## src/rtl/stream_demux_1_n.sv

```systemverilog
`default_nettype none
// ============================================================================
//  Module   : stream_demux_1_n
//  Purpose  : Registered 1:N stream demultiplexer with valid/ready handshake
//             and packet lock. Each accepted input beat is routed to one of
//             CHANNELS outputs through a single output register stage. The
//             destination is latched on the first beat of a packet and held
//             until the beat carrying Data_Last_In.
//
//  Ports    : Clock_In        - clock, rising edge
//             Reset_N_In      - asynchronous active-low reset
//             Enable_In       - permits the start of a new packet
//             Select_In       - destination, sampled on the first beat only
//             Data_In         - input beat
//             Data_Last_In    - last beat of packet
//             Data_Valid_In   - input beat valid
//             Data_Ready_Out  - input beat accepted when valid & ready
//             Data_Out        - buffered beat, shared by all channels
//             Data_Last_Out   - buffered last flag
//             Valid_Out       - one-hot valid for the destination channel
//             Ready_In        - per-channel sink ready
//             Drop_Count_Out  - saturating count of discarded beats
//                               (present only with DEMUX_DROP_COUNT_EN)
//
//  Options  : `define DEMUX_DROP_COUNT_EN to add the drop counter and port.
//
//  Revision : 1.0 - initial release
// ============================================================================
module stream_demux_1_n #(
    parameter int DATA_WIDTH = 8,
    parameter int CHANNELS   = 4
) (
    input  logic                        Clock_In,
    input  logic                        Reset_N_In,
    input  logic                        Enable_In,
    input  logic [((CHANNELS > 2) ? $clog2(CHANNELS) : 1)-1:0] Select_In,
    input  logic [DATA_WIDTH-1:0]       Data_In,
    input  logic                        Data_Last_In,
    input  logic                        Data_Valid_In,
    output logic                        Data_Ready_Out,
    output logic [DATA_WIDTH-1:0]       Data_Out,
    output logic                        Data_Last_Out,
    output logic [CHANNELS-1:0]         Valid_Out,
    input  logic [CHANNELS-1:0]         Ready_In
`ifdef DEMUX_DROP_COUNT_EN
    ,
    output logic [15:0]                 Drop_Count_Out
`endif
);

    localparam int c_sel_width = (CHANNELS > 2) ? $clog2(CHANNELS) : 1;

    localparam logic [0:0] c_st_idle = 1'b0;
    localparam logic [0:0] c_st_pkt  = 1'b1;

    logic [0:0]             r_state;
    logic [0:0]             w_state_next;
    logic [c_sel_width-1:0] r_sel;

    logic                   r_buf_v;
    logic [c_sel_width-1:0] r_buf_sel;
    logic [DATA_WIDTH-1:0]  r_data;
    logic                   r_last;

    logic                   w_gate;
    logic [c_sel_width-1:0] w_route_sel;
    logic                   w_route_oor;
    logic                   w_sink_ready;
    logic                   w_accept;
    logic                   w_load;

    // ------------------------------------------------------------------
    // FSM: state register
    // ------------------------------------------------------------------
    always_ff @(posedge Clock_In or negedge Reset_N_In) begin
        if (!Reset_N_In) begin
            r_state <= c_st_idle;
        end else begin
            r_state <= w_state_next;
        end
    end

    // ------------------------------------------------------------------
    // FSM: next-state logic
    // ------------------------------------------------------------------
    always_comb begin
        w_state_next = r_state;
        case (r_state)
            c_st_idle: if (w_accept && !Data_Last_In) w_state_next = c_st_pkt;
            c_st_pkt:  if (w_accept &&  Data_Last_In) w_state_next = c_st_idle;
            default:   w_state_next = c_st_idle;
        endcase
    end

    // ------------------------------------------------------------------
    // FSM: outputs. In IDLE the live select steers the first beat; once a
    // packet is open the latched select is used and Enable is ignored.
    // ------------------------------------------------------------------
    always_comb begin
        w_gate      = 1'b0;
        w_route_sel = r_sel;
        case (r_state)
            c_st_idle: begin
                w_gate      = Enable_In;
                w_route_sel = Select_In;
            end
            c_st_pkt: begin
                w_gate      = 1'b1;
                w_route_sel = r_sel;
            end
            default: begin
                w_gate      = 1'b0;
                w_route_sel = r_sel;
            end
        endcase
    end

    // Destinations that do not exist are swallowed without touching the
    // output buffer, so they must not wait on it either.
    assign w_route_oor  = (32'(w_route_sel) >= 32'(CHANNELS));

    // Only in-range selects are ever loaded, so the one-hot valid vector
    // already identifies the sink whose ready matters.
    assign w_sink_ready = |(Valid_Out & Ready_In);

    assign Data_Ready_Out = Reset_N_In && w_gate &&
                            (w_route_oor || !r_buf_v || w_sink_ready);

    assign w_accept = Data_Valid_In && Data_Ready_Out;
    assign w_load   = w_accept && !w_route_oor;

    // Packet destination latch
    always_ff @(posedge Clock_In or negedge Reset_N_In) begin
        if (!Reset_N_In) begin
            r_sel <= '0;
        end else if (w_accept && (r_state == c_st_idle)) begin
            r_sel <= Select_In;
        end
    end

    // ------------------------------------------------------------------
    // Output buffer. A load takes priority over a drain, which gives the
    // bubble-free reload when the sink takes the old beat in the same cycle.
    // Data holds whenever nothing is loaded.
    // ------------------------------------------------------------------
    always_ff @(posedge Clock_In or negedge Reset_N_In) begin
        if (!Reset_N_In) begin
            r_buf_v   <= 1'b0;
            r_buf_sel <= '0;
            r_data    <= '0;
            r_last    <= 1'b0;
        end else if (w_load) begin
            r_buf_v   <= 1'b1;
            r_buf_sel <= w_route_sel;
            r_data    <= Data_In;
            r_last    <= Data_Last_In;
        end else if (r_buf_v && w_sink_ready) begin
            r_buf_v   <= 1'b0;
        end
    end

    assign Data_Out      = r_data;
    assign Data_Last_Out = r_last;

    for (genvar i = 0; i < CHANNELS; i++) begin : g_valid
        assign Valid_Out[i] = r_buf_v && (r_buf_sel == c_sel_width'(i));
    end

`ifdef DEMUX_DROP_COUNT_EN
    logic [15:0] r_drop_count;

    always_ff @(posedge Clock_In or negedge Reset_N_In) begin
        if (!Reset_N_In) begin
            r_drop_count <= 16'd0;
        end else if (w_accept && w_route_oor && (r_drop_count != 16'hFFFF)) begin
            r_drop_count <= r_drop_count + 16'd1;
        end
    end

    assign Drop_Count_Out = r_drop_count;
`endif

endmodule
`default_nettype wire

```

## config.mk

```make
export PLATFORM = sky130hd
export DESIGN_NAME = stream_demux_1_n
export DESIGN_NICKNAME = d
export VERILOG_FILES = /design/src/rtl/stream_demux_1_n.sv
export SDC_FILE = /design/constraint.sdc
export NUM_CORES = 1
export LEC_CHECK = 0
export BUFFER_PORTS_ARGS = -buffer_cell sky130_fd_sc_hd__buf_2
export CAP_MARGIN = 20
export CORE_MARGIN = 5
export CORE_UTILIZATION = 47
export CTS_CLUSTER_DIAMETER = 60
export DETAILED_ROUTE_END_ITERATION = 12
export GPL_TIMING_DRIVEN = 1
export PLACE_DENSITY = 0.81
export SETUP_SLACK_MARGIN = 0.1
export SLEW_MARGIN = 10
export SYNTH_ARGS = -nofsm -noshare
export SYNTH_HDL_FRONTEND = slang
export SYNTH_SLANG_ARGS = --single-unit
```

## constraint.sdc

```tcl
create_clock -name Clock_In -period 3.2 [get_ports Clock_In]
set_clock_uncertainty 0.2 [all_clocks]
set_input_delay 0.8 -clock Clock_In [delete_from_list [all_inputs] [get_ports Clock_In]]
set_output_delay 0.8 -clock Clock_In [all_outputs]
set_load 0.03 [all_outputs]
```

# Word-level counts from Yosys, hierarchy flattened
# Index checks and enable logic that the tools add are counted.
[totals]
regBits = 15
input_bits = 19
wordCells = 35
[classes]
n_eq_ne = 3
muxes = 7
n_bitwise = 2
reduce_logical = 17
[ops]
columns = ["cell", "count"]
rows = [
  ["1-bit logical AND", 11],
  ["4-bit bitwise AND", 1],
  ["2-bit == test (second input constant)", 2],
  ["1-bit two-way mux", 4],
  ["1-bit one-hot mux with 2 select lines", 2],
  ["2-bit one-hot mux with 2 select lines", 1],
  ["4-bit OR reduction", 1],
  ["2-bit by 1-bit == test with 1-bit output (second input constant)", 1],
  ["1-bit logical NOT", 2],
  ["2-bit logical NOT", 1],
  ["2-bit nonzero test", 1],
  ["1-bit logical OR", 1],
  ["1-bit NOT", 1],
]

# Depth between registers and ports, before layout
# Gate-level depths: netlist of the first run.
[logic_depth]
word_depth = 10
mapped_depth = 4

# Least setup slack after synthesis of the first run
# Ideal clock, no wire load.
[synth_path]
kind = "input to output"
from = "in Ready_In[3]"
to = "out Data_Ready_Out"
arrival_ns = 1.436
t_required_ns = 2.200
path_slack_ns = 0.764
stages = 3
path_buffers = 0
path_cell_list = "mux2i_1 > a22oi_1 > o211a_1"
[synth_via]
elab_chain_cells = 4
[synth_lines]
columns = ["element", "line_no", "rtl"]
rows = [
  ["from (decl)", "44", "input logic [CHANNELS-1:0] Ready_In"],
  ["4-bit bitwise AND", "124", "assign w_sink_ready = |(Valid_Out & Ready_In);"],
  ["4-bit OR reduction", "124", ""],
  ["1-bit logical OR", "127", "(w_route_oor || !r_buf_v || w_sink_ready);"],
  ["1-bit logical AND", "126", "assign Data_Ready_Out = Reset_N_In && w_gate &&"],
  ["to (decl)", "40", "output logic Data_Ready_Out,"],
]
# No other way between the ends.

# Final worst setup path of the first run
# Same ends and word-level chain as after synthesis.

==> run_results.csv, run 1 <==
group,metric,value,unit
run_status,status,"finished clean",
worst_setup_path,cpMostUsedCell,"buf_2",
sta,maxSlewHeadroom,72.7,%
cells_and_area,final_util,66.5,%
sta,fmax,0.381,GHz
cts,h-tree-depth,1,
floorplan,rows,13,
cts,postCtsSetupBuffers,0,
worst_setup_path,critical_path.startpoint,"Ready_In[3]",
grt,grt_max_degree,19,
yosys,synthesis.area,696,um^2
cells_and_area,fillers,123,
cells_and_area,final_nets,104,
worst_setup_path,worstPathMaxFanout,3,
worst_setup_path,crit_end,"Data_Ready_Out",
hold_path,hp-class,"input port to async pin",
sta,setup_viol,0,
grt,grt_pass1_vias,575,
floorplan,die_w,48.5,um
route,final_antenna_net_count,0,
route,viasPerCell,5.27,
worst_setup_path,cpPeakStageDelay,0.26,ns
sta,drv_slew,0,
cells_and_area,layout_common_cells,"32 x buf_2, 15 x dfrtp_1, 15 x mux2_2, 3 x mux2i_1, 3 x clkbuf_4",
worst_setup_path,reg2reg_slack,1.31,ns
yosys,ys_ff_latch,15,
route,num_vias,522,
sta,tightest_slew,0.410,ns
route,dr.pass1.iters,1,
cells_and_area,n_antenna_cell,0,
worst_setup_path,cp_cell_sequence,"buf_2, mux2i_1, a22oi_1, o211a_1, buf_2",
floorplan,io_pins,33,
worst_setup_path,rr_endpoint,"Data_Last_Out$_DFFE_PN0P_",
cts,cts_tree,"built",
floorplan,initial_core_util,51.5,%
yosys,yosysSeqAreaShare,54.0,%
sta,timing.final.crit_share,81.9,%
worst_setup_path,critPathLaunchType,"input port",
route,drtIter0Drc,0,
run,cap_violations,0,
worst_setup_path,cp.depth,5,
cts,clock_path_buffers,2,
route,wirelength,1470,um
floorplan,coreArea,0.00135,mm^2
worst_setup_path,cp.arrival,1.62,ns
worst_setup_path,critical_path_class,"input port to output port",
power_and_ir_drop,leakagePower,0.460,nW
sta,hold_viol,0,
worst_setup_path,cp-end-kind,"output port",
placed_design,place_hpwl,1200,um
cts,cts.sinks,15,
cts,root_buffer,"clkbuf_4",
worst_setup_path,crit_buf_inv,2,
worst_setup_path,cp_data_required_time,2.20,ns
cells_and_area,multi_input_area,305,um^2
placed_design,io_buffers,32,
cts,clk_pin_slew,0.10,ns
floorplan,die_h,48.5,um
yosys,yosys_warnings,0,
grt,grtUsageTotal,14.0,%
route,route.detailed.drc,0,
worst_setup_path,rr_worst_depth,4,
cts,ctsHoldBuffers,0,
worst_setup_path,cpLargestDelayFamily,"compound AO/OA/AOI/OAI gates",
cells_and_area,drive_above_1_share,67.9,%
cts,cts_buffers,3,
cts,cts-resized-gates,0,
power_and_ir_drop,powerDensity,999,mW/mm^2
yosys,avgSynthCellArea,14.5,um^2
sta,tns,0,ns
cells_and_area,areaGrowthSynthToFinish,29.1,%
grt,grt_pass1_wl,2620,um
cells_and_area,seqCellArea,375,um^2
yosys,ys_types,17,
floorplan,dieArea,0.00235,mm^2
worst_setup_path,slowest_stage,"mux2i_1",
yosys,synthCells,48,
sta,rsz0062_at_grt,"no",
worst_setup_path,timing.rr.start,"r_buf_sel[1]$_DFFE_PN0P_",
grt,antenna_found_initial,0,
sta,period_needed,2.62,ns
route,wl_per_cell,14.9,um
cells_and_area,final_common_cell,"buf_2",
grt,grt-ovfl-total,0,
cts,insertion_delay,0.28,ns
sta,hold_slack,0.213,ns
placed_design,gp_routability_congestion,0.783,
yosys,syn_nets,67,
power_and_ir_drop,vdd_drop_max,0.588,mV
## synthesized netlist by cell type (all sizes together)
master   n  area (um^2)
and2b    2         17.5
buf      1         11.3
mux2    15          169
nand2    1         3.75
o211ai   1         7.51
mux2i    3         30.0
o211a    1         10.0
a22oi    1         7.51
and3     1         7.51
nor2b    1         6.26
inv      1         3.75
nand4b   1         8.76
a221oi   2         23.8
and2     2         13.8
dfrtp   15          375
## cell type report
type                       instances  share of cell area [%]
clock buffer                       3                    2.51
clock inverter                     1                   0.557
inverter                           1                   0.418
multi-input combinational         31                    34.0
sequential                        15                    41.8
tap                               15                    2.09
timing repair buffer              33                    18.7
## worst register-to-register path: stages, from the launching register on
cell,delay (ns)
dfrtp_1,0.47
mux2i_1,0.20
a221oi_2,0.30
buf_4,0.25
mux2_2,0.35
## registers in the layout, indices dropped and copies added (netlist names), named ones only
register and flops:
Data_Last_Out 1, Data_Out 8, r_buf_sel 2, r_buf_v 1
r_sel 2
## through the flow
stage                     worst slack, ns  total power [mW]  area, um^2  instances
final                               0.578             0.898         898         99
after global routing                0.504             0.962         898         99
after CTS                           0.564             0.909         898         99
after detailed placement            0.560             0.801         871         95
after global placement              0.600             0.781         871         95
after floorplan                     0.764             0.669         696         48
## power breakdown
group          switching [mW]  total (mW)  internal (mW)
Sequential             0.0646       0.349          0.284
Combinational           0.260       0.442          0.182
Clock                  0.0605       0.107         0.0463
## how the worst min path moves through the flow
stage,end,slack (ns),cells past startpoint
after floorplan,r_sel[0]$_DFFE_PN0P_,0.27,1
after global placement,r_sel[1]$_DFFE_PN0P_,0.28,1
after detailed placement,Data_Out[2]$_DFFE_PN0P_,0.29,1
after CTS,Data_Out[3]$_DFFE_PN0P_,0.22,1
after global routing,Data_Out[6]$_DFFE_PN0P_,0.23,1
final,Data_Out[6]$_DFFE_PN0P_,0.21,1
## layer usage
layer | up-vias | share of wire, % | wire length (um) | track usage, %
met3 | 2 | 9.7 | 143 | 5.20
li1 | 251 | - | - | -
met4 | 0 | 0.95 | 14 | 6.73
met1 | 249 | 35 | 521 | 14.3
met2 | 20 | 54 | 793 | 24.8
met5 | - | 0 | 0 | 0
## cells by family after synthesis
group,after synthesis,synth area share (%)
compound gates,5,7.01
simple gates,8,8.28
flops,15,54.0
mux,18,28.6
buf+inv,2,2.16
(Power assumes the default switching activity.)
==> run 2: changes to the inputs <==
--- a/config.mk
+++ b/config.mk
@@ -8,11 +8,11 @@
 export BUFFER_PORTS_ARGS = -buffer_cell sky130_fd_sc_hd__buf_2
 export CAP_MARGIN = 20
 export CORE_MARGIN = 5
-export CORE_UTILIZATION = 47
+export CORE_UTILIZATION = 39
 export CTS_CLUSTER_DIAMETER = 60
 export DETAILED_ROUTE_END_ITERATION = 12
 export GPL_TIMING_DRIVEN = 1
-export PLACE_DENSITY = 0.81
+export PLACE_DENSITY = 0.72
 export SETUP_SLACK_MARGIN = 0.1
 export SLEW_MARGIN = 10
 export SYNTH_ARGS = -nofsm -noshare
==> constraint.sdc (replaced) <==
create_clock -name Clock_In -period 2.4 [get_ports Clock_In]
set_clock_uncertainty 0.2 [all_clocks]
set_input_delay 0.6 -clock Clock_In [delete_from_list [all_inputs] [get_ports Clock_In]]
set_output_delay 0.6 -clock Clock_In [all_outputs]
set_load 0.03 [all_outputs]
==> run 2 against run 1 <==
  * Combinational power rose by 44%
  * Sequential share of layout area is 2.8 points lower
  * Largest cell class unchanged
  * Flip-flop and latch count is the same
  * Register-to-register slack got worse by 0.79 ns
  * Global-route usage decreased by 0.96 points
  * Critical endpoint unchanged
  * Clock power is 35% higher
==> run_results.csv, run 2 (same netlist as run 1, synthesis figures left out) <==
group,metric,value,unit
run_status,status,"finished clean",
cells_and_area,n_antenna_cell,0,
floorplan,coreArea,0.00171,mm^2
sta,timing.final.crit_share,96.2,%
sta,hold_slack,0.0802,ns
worst_setup_path,cp_data_required_time,1.60,ns
worst_setup_path,reg2reg_slack,0.52,ns
cts,h-tree-depth,1,
grt,grtUsageTotal,13.1,%
cts,cts_tree,"built",
grt,antenna_found_initial,0,
cells_and_area,layout_common_cells,"31 x buf_2, 15 x mux2_2, 14 x dfrtp_1, 5 x buf_4, 3 x clkbuf_4",
cts,root_buffer,"clkbuf_4",
floorplan,die_h,52.2,um
route,final_antenna_net_count,0,
floorplan,rows,15,
cts,cts.sinks,15,
cells_and_area,postLayoutCellArea,967,um^2
route,route.detailed.drc,0,
route,num_vias,565,
worst_setup_path,cp.arrival,1.51,ns
cells_and_area,final_util,56.6,%
hold_path,hp-class,"input port to async pin",
grt,grt_pass1_wl,2600,um
worst_setup_path,crit_buf_inv,1,
sta,hold_viol,0,
route,wl_per_cell,13.7,um
cells_and_area,areaGrowthSynthToFinish,39.0,%
sta,drv_slew,0,
placed_design,io_buffers,32,
worst_setup_path,critPathLaunchType,"flop",
cells_and_area,final_common_cell,"buf_2",
cells_and_area,largest_register_ff_count,8,
route,viasPerCell,5.00,
floorplan,die_w,52.2,um
sta,fmax,0.433,GHz
placed_design,gp_routability_congestion,0.710,
sta,setup_viol,0,
cells_and_area,drive_above_1_share,71.6,%
run,cap_violations,0,
grt,grt_max_degree,13,
grt,grt-ovfl-total,0,
worst_setup_path,worstPathMaxFanout,5,
power_and_ir_drop,powerDensity,1290,mW/mm^2
sta,rsz0062_at_grt,"yes",
worst_setup_path,cp_cell_sequence,"mux2i_4, a22oi_2, o211a_1, buf_4",
floorplan,initial_core_util,40.7,%
grt,grt_pass1_vias,626,
route,dr.pass1.iters,1,
sta,tns,0,ns
worst_setup_path,cp-end-kind,"output port",
power_and_ir_drop,leakagePower,0.474,nW
route,wirelength,1550,um
worst_setup_path,cpPeakStageDelay,0.47,ns
cts,insertion_delay,0.28,ns
cts,clock_path_buffers,2,
cts,clk_pin_slew,0.09,ns
sta,tightest_slew,0.423,ns
cells_and_area,final_nets,108,
sta,period_needed,2.31,ns
worst_setup_path,slowest_stage,"dfrtp_2",
worst_setup_path,cpLargestDelayFamily,"flip-flops",
power_and_ir_drop,vdd_drop_max,0.619,mV
power_and_ir_drop,power,1.25,mW
sta,maxSlewHeadroom,71.8,%
floorplan,dieArea,0.00273,mm^2
floorplan,io_pins,33,
worst_setup_path,critical_path_class,"flop to output port",
placed_design,dpl_cell_area,891,um^2
cts,cts_buffers,3,
route,drtIter0Drc,0,
==> run 2: changes by cell type in the layout (fill, tap and decap cells not counted) <==
cell	previous run	this run
dfrtp_2	0	1
mux2i_4	0	1
mux2i_1	3	1
clkbuf_1	0	1
buf_2	32	31
a22oi_1	1	0
buf_4	1	5
dlygate4sd3_1	0	1
mux2i_2	0	1
a22oi_2	0	1
clkinv_2	1	0
dfrtp_1	15	14
==> run 2: repair_timing <==
item | 4_1_cts | 5_1_grt
pin swaps | 1 | 0
resized for setup | 4 | 2
endpoints found under the setup margin | 1 | 1
endpoints found under the hold margin | 6 | 0
hold buffers | 1 | 0
cloned | 0 | 0
setup buffers | 1 | 1
==> run 2: per-stage QoR <==
step	setup WS [ns]	cells
after detailed placement	0.190	106
after floorplan	0.364	48
after CTS	0.128	112
after global routing	0.0189	113
final	0.0905	113
after global placement	0.204	106
==> run 2: report_power, final <==
part | total, mW | leakage [nW] | switching (mW) | internal [mW]
clock | 0.144 | 0.0150 | 0.0794 | 0.0645
combinational | 0.638 | 0.282 | 0.356 | 0.282
sequential | 0.466 | 0.177 | 0.0852 | 0.381
total | 1.25 | 0.474 | 0.521 | 0.727
==> run 2: worst paths after layout <==
check / startpoint / end / cells after the start
max in group asynchronous: Reset_N_In / Data_Out[2]$_DFFE_PN0P_ / 2
worst max-delay path: r_buf_sel[1]$_DFFE_PN0P_ / Data_Ready_Out / 4
worst max register to register: r_buf_sel[1]$_DFFE_PN0P_ / Data_Out[6]$_DFFE_PN0P_ / 4
min in group Clock_In: Data_Last_In / flop / 2
worst min-delay path: Reset_N_In / Data_Out[5]$_DFFE_PN0P_ / 2
worst min register to register: Data_Out[1]$_DFFE_PN0P_ / Data_Out[1]$_DFFE_PN0P_ / 1
==> run 2: layer usage <==
metal	vias up	GRT usage, %	part of all wire [%]
li1	260	-	-
met1	273	13.5	36
met2	26	23.6	53
met3	6	3.13	8.2
met4	0	7.66	2.4
met5	-	0	0
==> run 2: area by class of cell <==
cell class | instances | area (um^2)
fillers | 160 | 741
flip-flops and latches | 15 | 377
multi-input cells | 31 | 327
repair buffers | 37 | 203
well taps | 25 | 31.3
clock buffers | 4 | 26.3
inverters | 1 | 3.75
